File: src/rtl/selector_scan_ctrl_pkg.sv
// -----------------------------------------------------------------------------
// selector_scan_ctrl_pkg
// Shared definitions for the selector scan controller:
//   - scan FSM state encoding
//   - channel count / data width of the downstream 4:1 selector
//   - channel walking helper (next enabled channel with wrap indication)
//   - slot masking helper used when publishing a completed frame
// -----------------------------------------------------------------------------
package selector_scan_ctrl_pkg;

  localparam int NUM_CH = 4;
  localparam int DATA_W = 2;
  localparam int CH_W   = 2;

  typedef enum logic [1:0] {
    ST_IDLE    = 2'b00,
    ST_DRIVE   = 2'b01,
    ST_CAPTURE = 2'b10,
    ST_HOLD    = 2'b11
  } state_e;

  // Result of walking the channel mask: the channel to go to and whether the
  // walk ran past the highest enabled channel (i.e. the frame is complete).
  typedef struct packed {
    logic            wrap;
    logic [CH_W-1:0] ch;
  } next_ch_t;

  // Captured data, slot 0 (channel A) in the least significant bits.
  typedef logic [NUM_CH-1:0][DATA_W-1:0] slots_t;

  // Smallest enabled channel strictly above cur; if there is none, wrap=1 and
  // ch is the lowest enabled channel. Passing cur = 3 therefore yields the
  // lowest enabled channel, which is how a frame picks its first channel.
  function automatic next_ch_t next_enabled(input logic [NUM_CH-1:0] mask,
                                            input logic [CH_W-1:0]   cur);
    next_ch_t        res;
    logic            any_hi;
    logic            hit_hi;
    logic [CH_W-1:0] hi_ch;
    logic [CH_W-1:0] lo_ch;
    any_hi = 1'b0;
    hit_hi = 1'b0;
    hi_ch  = {CH_W{1'b0}};
    lo_ch  = {CH_W{1'b0}};
    // Descending walk: the last hit seen is the smallest matching channel.
    for (int i = NUM_CH - 1; i >= 0; i--) begin
      hit_hi = mask[i] && (CH_W'(i) > cur);
      hi_ch  = hit_hi ? CH_W'(i) : hi_ch;
      any_hi = any_hi | hit_hi;
      lo_ch  = mask[i] ? CH_W'(i) : lo_ch;
    end
    res.wrap = ~any_hi;
    res.ch   = any_hi ? hi_ch : lo_ch;
    return res;
  endfunction

  // Forces the slots of disabled channels to zero.
  function automatic slots_t mask_slots(input slots_t              slots,
                                        input logic [NUM_CH-1:0] mask);
    slots_t res;
    for (int i = 0; i < NUM_CH; i++) begin
      res[i] = mask[i] ? slots[i] : {DATA_W{1'b0}};
    end
    return res;
  endfunction

endpackage

File: src/rtl/selector_scan_ctrl_dwell_cnt.sv
// -----------------------------------------------------------------------------
// sel_dwell_cnt
// Loadable down-counter that times the settle period of each channel.
// Ports:
//   clk, rst   : clock, asynchronous active-high reset
//   clr        : synchronous clear (abort)
//   load       : load load_val (has priority over dec)
//   dec        : decrement by one, saturating at zero
//   load_val   : value loaded on load
//   zero       : counter currently equals zero
// -----------------------------------------------------------------------------
module sel_dwell_cnt
  import selector_scan_ctrl_pkg::*;
#(
  parameter int W = 4
) (
  input  logic         clk,
  input  logic         rst,
  input  logic         clr,
  input  logic         load,
  input  logic         dec,
  input  logic [W-1:0] load_val,
  output logic         zero
);

  logic [W-1:0] cnt_r;

  // Counter register: clear > load > decrement > hold.
  always_ff @(posedge clk or posedge rst) begin
    if (rst) begin
      cnt_r <= {W{1'b0}};
    end else if (clr) begin
      cnt_r <= {W{1'b0}};
    end else if (load) begin
      cnt_r <= load_val;
    end else if (dec && (cnt_r != {W{1'b0}})) begin
      cnt_r <= cnt_r - W'(1);
    end else begin
      cnt_r <= cnt_r;
    end
  end

  assign zero = (cnt_r == {W{1'b0}});

endmodule

File: src/rtl/selector_scan_ctrl.sv
// -----------------------------------------------------------------------------
// selector_scan_ctrl
// Walks the enabled channels of a downstream 4:1 2-bit selector, lets each
// channel settle for dwell+1 cycles, captures its data and publishes the whole
// frame {D,C,B,A} with a one-cycle frame_valid pulse.
// Ports:
//   clk, rst     : clock, asynchronous active-high reset
//   start        : begin a frame (IDLE only)
//   stop         : synchronous abort, highest priority
//   cont         : restart automatically after each frame
//   step_mode    : pause after every capture until step
//   step         : leave the pause
//   dwell        : extra settle cycles per channel (latched per frame)
//   chan_mask    : channel enables, bit0 = A (latched per frame)
//   Y_in         : data from the selector
//   S, EN        : selector channel select and active-low enable
//   frame_data   : last completed frame, 2 bits per slot
//   frame_valid  : one-cycle pulse when frame_data updates
//   busy         : controller is not IDLE
// -----------------------------------------------------------------------------
module selector_scan_ctrl
  import selector_scan_ctrl_pkg::*;
#(
  parameter int DWELL_W = 4
) (
  input  logic               clk,
  input  logic               rst,
  input  logic               start,
  input  logic               stop,
  input  logic               cont,
  input  logic               step_mode,
  input  logic               step,
  input  logic [DWELL_W-1:0] dwell,
  input  logic [NUM_CH-1:0]  chan_mask,
  input  logic [DATA_W-1:0]  Y_in,
  output logic [CH_W-1:0]    S,
  output logic               EN,
  output logic [7:0]         frame_data,
  output logic               frame_valid,
  output logic               busy
);

  state_e              state_r,       state_next_s;
  logic [CH_W-1:0]     s_r,           s_next_s;
  logic                en_r,          en_next_s;
  slots_t              slots_r,       slots_next_s;
  slots_t              frame_data_r,  frame_data_next_s;
  logic                frame_valid_r, frame_valid_next_s;
  logic                busy_r,        busy_next_s;
  logic [NUM_CH-1:0]   mask_r,        mask_next_s;
  logic [DWELL_W-1:0]  dwell_r,       dwell_next_s;

  logic                cnt_clr_s;
  logic                cnt_load_s;
  logic                cnt_dec_s;
  logic [DWELL_W-1:0]  cnt_load_val_s;
  logic                cnt_zero_s;
  logic                advance_s;
  next_ch_t            adv_s;
  next_ch_t            first_live_s;

  // Next channel within the latched frame, and the first channel of a frame
  // that would start from the live inputs (start or continuous restart).
  assign adv_s        = next_enabled(mask_r, s_r);
  assign first_live_s = next_enabled(chan_mask, 2'b11);

  sel_dwell_cnt #(
    .W (DWELL_W)
  ) u_dwell_cnt (
    .clk      (clk),
    .rst      (rst),
    .clr      (cnt_clr_s),
    .load     (cnt_load_s),
    .dec      (cnt_dec_s),
    .load_val (cnt_load_val_s),
    .zero     (cnt_zero_s)
  );

  // Next-state, datapath and counter control for the scan FSM.
  always_comb begin
    state_next_s       = state_r;
    s_next_s           = s_r;
    en_next_s          = en_r;
    slots_next_s       = slots_r;
    frame_data_next_s  = frame_data_r;
    frame_valid_next_s = 1'b0;
    mask_next_s        = mask_r;
    dwell_next_s       = dwell_r;
    cnt_clr_s          = 1'b0;
    cnt_load_s         = 1'b0;
    cnt_dec_s          = 1'b0;
    cnt_load_val_s     = dwell_r;
    advance_s          = 1'b0;

    if (stop) begin
      // Abort: the partial frame is dropped, published frame is untouched.
      state_next_s = ST_IDLE;
      s_next_s     = 2'b00;
      en_next_s    = 1'b1;
      slots_next_s = {(NUM_CH*DATA_W){1'b0}};
      cnt_clr_s    = 1'b1;
    end else begin
      case (state_r)
        ST_IDLE: begin
          s_next_s  = 2'b00;
          en_next_s = 1'b1;
          if (start && (chan_mask != 4'b0000)) begin
            state_next_s   = ST_DRIVE;
            s_next_s       = first_live_s.ch;
            en_next_s      = 1'b0;
            mask_next_s    = chan_mask;
            dwell_next_s   = dwell;
            slots_next_s   = {(NUM_CH*DATA_W){1'b0}};
            cnt_load_s     = 1'b1;
            cnt_load_val_s = dwell;
          end else begin
            state_next_s = ST_IDLE;
          end
        end
        ST_DRIVE: begin
          if (cnt_zero_s) begin
            state_next_s = ST_CAPTURE;
          end else begin
            cnt_dec_s = 1'b1;
          end
        end
        ST_CAPTURE: begin
          slots_next_s[s_r] = Y_in;
          if (step_mode) begin
            state_next_s = ST_HOLD;
          end else begin
            advance_s = 1'b1;
          end
        end
        ST_HOLD: begin
          if (step) begin
            advance_s = 1'b1;
          end else begin
            state_next_s = ST_HOLD;
          end
        end
        default: begin
          state_next_s = ST_IDLE;
          s_next_s     = 2'b00;
          en_next_s    = 1'b1;
          cnt_clr_s    = 1'b1;
        end
      endcase

      // Leaving a channel: go to the next one, or publish the frame. The
      // publish uses slots_next_s so a capture in this same cycle is included.
      if (advance_s) begin
        if (!adv_s.wrap) begin
          state_next_s   = ST_DRIVE;
          s_next_s       = adv_s.ch;
          en_next_s      = 1'b0;
          cnt_load_s     = 1'b1;
          cnt_load_val_s = dwell_r;
        end else begin
          frame_data_next_s  = mask_slots(slots_next_s, mask_r);
          frame_valid_next_s = 1'b1;
          if (cont && (chan_mask != 4'b0000)) begin
            state_next_s   = ST_DRIVE;
            s_next_s       = first_live_s.ch;
            en_next_s      = 1'b0;
            mask_next_s    = chan_mask;
            dwell_next_s   = dwell;
            slots_next_s   = {(NUM_CH*DATA_W){1'b0}};
            cnt_load_s     = 1'b1;
            cnt_load_val_s = dwell;
          end else begin
            state_next_s = ST_IDLE;
            s_next_s     = 2'b00;
            en_next_s    = 1'b1;
          end
        end
      end else begin
        frame_valid_next_s = 1'b0;
      end
    end

    busy_next_s = (state_next_s != ST_IDLE);
  end

  // State and output registers.
  always_ff @(posedge clk or posedge rst) begin
    if (rst) begin
      state_r       <= ST_IDLE;
      s_r           <= 2'b00;
      en_r          <= 1'b1;
      slots_r       <= {(NUM_CH*DATA_W){1'b0}};
      frame_data_r  <= {(NUM_CH*DATA_W){1'b0}};
      frame_valid_r <= 1'b0;
      busy_r        <= 1'b0;
      mask_r        <= {NUM_CH{1'b0}};
      dwell_r       <= {DWELL_W{1'b0}};
    end else begin
      state_r       <= state_next_s;
      s_r           <= s_next_s;
      en_r          <= en_next_s;
      slots_r       <= slots_next_s;
      frame_data_r  <= frame_data_next_s;
      frame_valid_r <= frame_valid_next_s;
      busy_r        <= busy_next_s;
      mask_r        <= mask_next_s;
      dwell_r       <= dwell_next_s;
    end
  end

  assign S           = s_r;
  assign EN          = en_r;
  assign frame_data  = frame_data_r;
  assign frame_valid = frame_valid_r;
  assign busy        = busy_r;

endmodule

File: config.mk
export PLATFORM = sky130hd
export DESIGN_NAME = selector_scan_ctrl
export DESIGN_NICKNAME = d
export VERILOG_FILES = /design/src/rtl/selector_scan_ctrl_pkg.sv /design/src/rtl/selector_scan_ctrl_dwell_cnt.sv /design/src/rtl/selector_scan_ctrl.sv
export SDC_FILE = /design/constraint.sdc
export NUM_CORES = 1
export LEC_CHECK = 0
export ABC_AREA = 1
export CORE_ASPECT_RATIO = 0.7
export CORE_MARGIN = 2
export CORE_UTILIZATION = 40
export DETAILED_ROUTE_END_ITERATION = 8
export HOLD_SLACK_MARGIN = 0.1
export PLACE_DENSITY_LB_ADDON = 0.1
export REMOVE_ABC_BUFFERS = 1
export SLEW_MARGIN = 20
export SYNTH_ARGS = -nofsm -noshare
export SYNTH_HDL_FRONTEND = slang
export SYNTH_SLANG_ARGS = --single-unit
export TNS_END_PERCENT = 1
File: constraint.sdc
create_clock -name clk -period 1.48 [get_ports clk]
set_input_delay 0.296 -clock clk [delete_from_list [all_inputs] [get_ports clk]]
set_output_delay 0.296 -clock clk [all_outputs]
set_load 0.01 [all_outputs]
== After elaboration in Yosys (flattened, before gate mapping) ==
Index checks and enable logic that the tools add are counted.

* Register bits: 35
* Input port bits: 17
* Output and inout bits: 13
* Logic and storage cells: 122

* Add/sub/neg operators: 1
* Order comparisons: 6
* Eq/ne operators: 3
* Mux-type cells: 75
* Bitwise operators: 5
* Reductions and logical operators: 16

{| class="wikitable"
|+ Operators with widths
! cell !! number
|-
| 2-to-1 mux 4 bit || 16
|-
| 2-to-1 mux 2 bit || 24
|-
| 2-to-1 mux 8 bit || 5
|-
| 2-to-1 mux 1 bit || 25
|-
| one-hot mux 8 bit (2 select lines) || 1
|-
| bitwise mux 8 bit || 1
|-
| logical AND 1 bit || 8
|-
| one-hot mux 2 bit (4 select lines) || 1
|-
| nonzero test 4 bit || 2
|-
| nonzero test 3 bit || 2
|-
| demux 2 bit (select 2 bit) || 1
|-
| == test 2 bit, second input constant || 2
|-
| greater-than comparator 1 x 2 -> 1 bit, first input constant || 2
|-
| greater-than comparator 2 bit, first input constant || 2
|-
| zero test 4 bit || 1
|-
| subtractor 4 x 1 -> 4 bit, second input constant || 1
|-
| less-than comparator 2 x 3 -> 1 bit, second input constant || 1
|-
| OR 1 bit || 3
|-
| AND reduction 3 bit || 1
|-
| == test 2 x 1 -> 1 bit, second input constant || 1
|-
| >= comparator 2 x 1 -> 1 bit, second input constant || 1
|-
| zero test 2 bit || 1
|-
| inverter 1 bit || 2
|-
| one-hot mux 1 bit (2 select lines) || 1
|-
| nonzero test 2 bit || 1
|}

== Logic depth before layout (Yosys ltp) ==
Gate-level depths: netlist of run 1.

* Depth in word-level cells: 10
* Gate-level depth with buffers: 11
* Gate-level depth less buffers: 11

== Modules after synthesis ==
A second synthesis of run 1 with hierarchy kept.

* Cell total of the unflattened synthesis: 256
* Area total of the unflattened synthesis: 1993.2 um^2

{| class="wikitable"
|+ Modules (own cells, without submodules)
! module !! times used !! cells an instance !! area each (um^2) !! sequential area each (um^2)
|-
| selector_scan_ctrl || 1 || 216 || 1677.9 || 777.0
|-
| sel_dwell_cnt || 1 || 40 || 315.3 || 100.1
|}

== Worst setup path after synthesis of run 1 ==
No wires, ideal clock.

* Path kind: register -> register
* Start point: register s_r[1], in the netlist S[1]
* End point: register mask_r[1]
* Setup time: 119 ps
* Arrival: 1368 ps
* Required time: 1361 ps
* Setup slack: -6 ps
* Stages on the path, launching flop included: 10
* Path buffers: 0
* Period minus slack after synthesis: 1486 ps
* Path through: dfrtp_1 inv_1 nand2_1 nand3_1 nor2_8 nand2_4 nand2_2 nand2_2 nand2_1 o21ai_2

* Cells in the longest elaborated chain, start to end: 7
* Elaborated cells between the ends (all ways): 13
* Classes of those cells: order compare: 4; mux: 2; bitwise: 3; reduce/logical: 4

{| class="wikitable"
|+ RTL lines
! what !! RTL line !! RTL
|-
| start: declaration || selector_scan_ctrl.sv:44 || <nowiki>logic [CH_W-1:0] s_r, s_next_s;</nowiki>
|-
| start signal: assignment || selector_scan_ctrl.sv:199 || <nowiki>s_r <= s_next_s;</nowiki>
|-
| greater-than comparator 2 bit || selector_scan_ctrl_pkg.sv:48 || <nowiki>hit_hi = mask[i] && (CH_W'(i) > cur);</nowiki>
|-
| logical AND 1 bit || selector_scan_ctrl_pkg.sv:48 ||
|-
| OR 1 bit (2 in series) || selector_scan_ctrl_pkg.sv:50 || <nowiki>any_hi = any_hi | hit_hi;</nowiki>
|-
| OR 1 bit (*) || selector_scan_ctrl_pkg.sv:50 ||
|-
| 2-to-1 mux 4 bit (*) || selector_scan_ctrl.sv:153 || <nowiki>if (!adv_s.wrap) begin</nowiki>
|-
| 2-to-1 mux 4 bit (*) || selector_scan_ctrl.sv:152 || <nowiki>if (advance_s) begin</nowiki>
|-
| end signal: assignment || selector_scan_ctrl.sv:195 || <nowiki>mask_r <= {NUM_CH{1'b0}};</nowiki>
|-
| end signal: assignment || selector_scan_ctrl.sv:205 || <nowiki>mask_r <= mask_next_s;</nowiki>
|-
| end: declaration || selector_scan_ctrl.sv:50 || <nowiki>logic [NUM_CH-1:0] mask_r, mask_next_s;</nowiki>
|}

Every way passes the cells marked *; elsewhere a longest branch is shown, timed or not.
A chain may end at the register's enable or synchronous reset.

== Worst setup path in the final report of run 1 ==
* Start point: register u_dwell_cnt.cnt_r[0]
* End point: register busy_r, in the netlist busy

* Cells in the longest elaborated chain, start to end: 6

{| class="wikitable"
|+ RTL lines
! what !! RTL line !! RTL
|-
| start: declaration || selector_scan_ctrl_dwell_cnt.sv:26 || <nowiki>logic [W-1:0] cnt_r;</nowiki>
|-
| start signal: assignment || selector_scan_ctrl_dwell_cnt.sv:31 || <nowiki>cnt_r <= {W{1'b0}};</nowiki>
|-
| start signal: assignment || selector_scan_ctrl_dwell_cnt.sv:33 || <nowiki>cnt_r <= {W{1'b0}};</nowiki>
|-
| start signal: assignment || selector_scan_ctrl_dwell_cnt.sv:35 || <nowiki>cnt_r <= load_val;</nowiki>
|-
| zero test 4 bit || selector_scan_ctrl_dwell_cnt.sv:43 || <nowiki>assign zero = (cnt_r == {W{1'b0}});</nowiki>
|-
| 2-to-1 mux 2 bit || selector_scan_ctrl.sv:121 || <nowiki>if (cnt_zero_s) begin</nowiki>
|-
| one-hot mux 2 bit (4 select lines) || selector_scan_ctrl.sv:103 || <nowiki>case (state_r)</nowiki>
|-
| 2-to-1 mux 2 bit || selector_scan_ctrl.sv:152 ||
|-
| 2-to-1 mux 2 bit || selector_scan_ctrl.sv:95 || <nowiki>if (stop) begin</nowiki>
|-
| nonzero test 2 bit || selector_scan_ctrl.sv:182 || <nowiki>busy_next_s = (state_next_s != ST_IDLE);</nowiki>
|-
| via busy_next_s || selector_scan_ctrl.sv:49 || <nowiki>logic busy_r, busy_next_s;</nowiki>
|-
| end signal: assignment || selector_scan_ctrl.sv:204 || <nowiki>busy_r <= busy_next_s;</nowiki>
|-
| end: declaration || selector_scan_ctrl.sv:49 ||
|}

The timed path passes the listed nets, and every way through them passes these cells.

==> results of run 1 <==
==> per-layer routing <==
metal  track usage  vias up
met5             0        -
met4        0.0410        0
met3        0.0485        6
met2         0.264       47
met1         0.336      911
li1              -     1002
==> registers in the layout, summed over array words and instances (netlist names) <==
name	count
frame_valid	1
dwell_r	4
slots_r	8
u_dwell_cnt.cnt_r	4
EN	1
state_r	2
S	2
busy	1
frame_data	8
mask_r	4
==> cells by family after synthesis <==
family,count (synthesis),share of synthesized area
simple gates,146,0.330
compound gates,44,0.149
buf+inv,36,0.0700
flops,35,0.430
xor+xnor,2,0.00860
fa+ha+maj,2,0.0123
==> power breakdown <==
group | internal [mW] | leakage (nW) | switching (mW)
logic | 0.870 | 1.18 | 1.13
registers | 1.15 | 0.456 | 0.143
clock network | 0.328 | 0.0402 | 0.386
total | 2.35 | 1.67 | 1.66
==> final timing paths <==
| path | cells after the start | endpoint |
|---|---|---|
| setup / recovery | 8 | busy |
| hold / removal | 2 | busy |
| setup reg to reg | 8 | busy |
| hold reg to reg | 2 | frame_data[2] |
| max in group asynchronous | 3 | u_dwell_cnt.cnt_r[0] |
| min in group clk | 3 | mask_r[3] |
==> Yosys cell counts, types with 3 or more instances <==
cell type | count | area [µm²]
a22oi_2 | 4 | 50.1
a21oi_1 | 10 | 50.1
o22ai_1 | 3 | 18.8
nor2_1 | 45 | 169
o21ai_2 | 8 | 70.1
inv_1 | 31 | 116
nand2_1 | 67 | 251
dfrtp_1 | 34 | 851
nand2_4 | 3 | 33.8
o21ai_0 | 10 | 50.1
nand3_1 | 13 | 65.1
nand2_2 | 5 | 31.3
nand4_1 | 8 | 50.1
==> area by class of cell <==
cell class,instances,area share
Multi-Input combinational cell,194,0.389
Sequential cell,35,0.294
Timing Repair Buffer,68,0.213
Inverter,34,0.0455
Tap cell,69,0.0288
Clock buffer,5,0.0230
Clock inverter,3,0.00669
==> timing repair <==
item	in CTS	in global routing
hold buffers	0	0
pin swaps	4	7
gates resized for setup	18	48
setup endpoints to repair	36	41
cloned	0	0
setup buffers	0	1
==> critical path: stages (launching register included) <==
cell     delay, ns
dfrtp_1       0.40
inv_1         0.08
ha_1          0.20
a21oi_1       0.20
nand2_1       0.12
buf_4         0.17
nand3_1       0.06
a21oi_1       0.09
o22ai_1       0.13
==> metrics by stage <==
stage          power (mW)   util  hold WS (ns)  cell area, µm²  instances
4_1_cts              3.76  0.585         0.294            2830        407
2_1_floorplan        2.26      -         0.375            2030        263
5_1_grt              4.29  0.619         0.322            2990        408
3_3_place_gp         2.97  0.561         0.463            2710        399
6_report             4.00  0.619         0.289            2990        408
3_5_place_dp         2.97  0.561         0.469            2710        399
==> run metrics, run 1 <==
met1 wire length 2870 µm; initial antenna violation count 0; Fmax 0.657 GHz; startpoint types register; synthesized flop and latch total 35; Die X-Extent 89.3 µm; min cycle time layout 1.52 ns; worst-skew pair later-pin latency 0.29 ns; critical path data arrival time 1.73 ns; Wirelength per Cell 13.5 µm; Post-synth ARST share 1.00; mean post-synth cell area 7.69 µm²; post-synthesis instance total 265; failing checks setup timing; CP max FO 5; area occupied by multi-input gates 1160 µm²; Iteration-0 DRC Markers 167; Initial Utilization 0.422; vias in the first global route 1837; Peak VDD IR 0.597 mV; CTS clk-pin slew, worst paths 0.08 ns; Seq/Total Area, Yosys 0.430; fill count 446; area of the mapped netlist 2040 µm²; worst hold path type input pin to async pin; largest net degree at the start of global routing 21; Yosys cell types 30; reg2reg start u_dwell_cnt.cnt_r[0]; TritonCTS buffer count 5; final setup TNS -0.376 ns; max cap viols 0; commonest cells after routing, fill and taps aside 54 x nand2_1, 38 x nor2_1, 36 x buf_4, 32 x dfrtp_1, 29 x inv_1; max-slew violation count 0; Core Area 4830 µm²; Main synth FF type dfrtp_1; Placer Congestion 0.845; Setup WS pre-CTS -0.423 ns; Clock Path Buffers 2; IO Count 30; clk_skew 0.00128 ns; CTS sink count 35; die area 5690 µm²; Die Y 63.7 µm; H-tree levels 2; FF-to-FF setup slack -0.04 ns; share of post-route cells with drive strength above 1 0.319; CP Launch Point u_dwell_cnt.cnt_r[0]; Worst Max-Slew Pin Slew 0.404 ns; top sig layer met4; Final Cycle Share 1.03; DR WL met2 2280 µm; # diodes 0; P_leak 1.67 nW; DRC errors left 0; total number of vias 1966; HPWL Detailed 4150 µm; num rows 21; register area 880 µm²; area delta synth->final 46.9%; Antenna Nets Post-Route 0; first-pass GRT wire length 8780 µm; clk root buf clkbuf_8; Slew headroom 0.730; Worst Setup Path Type register to register; final WL 5490 µm; DR WL met3 319 µm; CTS tree yes; DRT Pass-1 Iters 4; Nets 357; Post-synth EDFFs 0; Port-buffer cells 29; gr usage total 0.204; Syn. warnings 0; Hold Violations, Final 0; power per cell area 1340 nW/µm²; final worst slack -0.0415 ns; Req. time, crit path 1.69 ns; unrepaired setup endpoints after global routing yes; status finished with violations; Vias/cell 4.82; most common cell after layout, fill and taps aside nand2_1; final setup fails 16; Critical Path Sink Type register; GRT Residual Overflow 0
Power figures use the tool's default switching activity.
==> run 2, diff against run 1 <==
Settings changed: CTS_BUF_LIST set to sky130_fd_sc_hd__clkbuf_8.
==> results of run 2 <==
No change in the layout: final DEF, timing and power equal those of run 1.
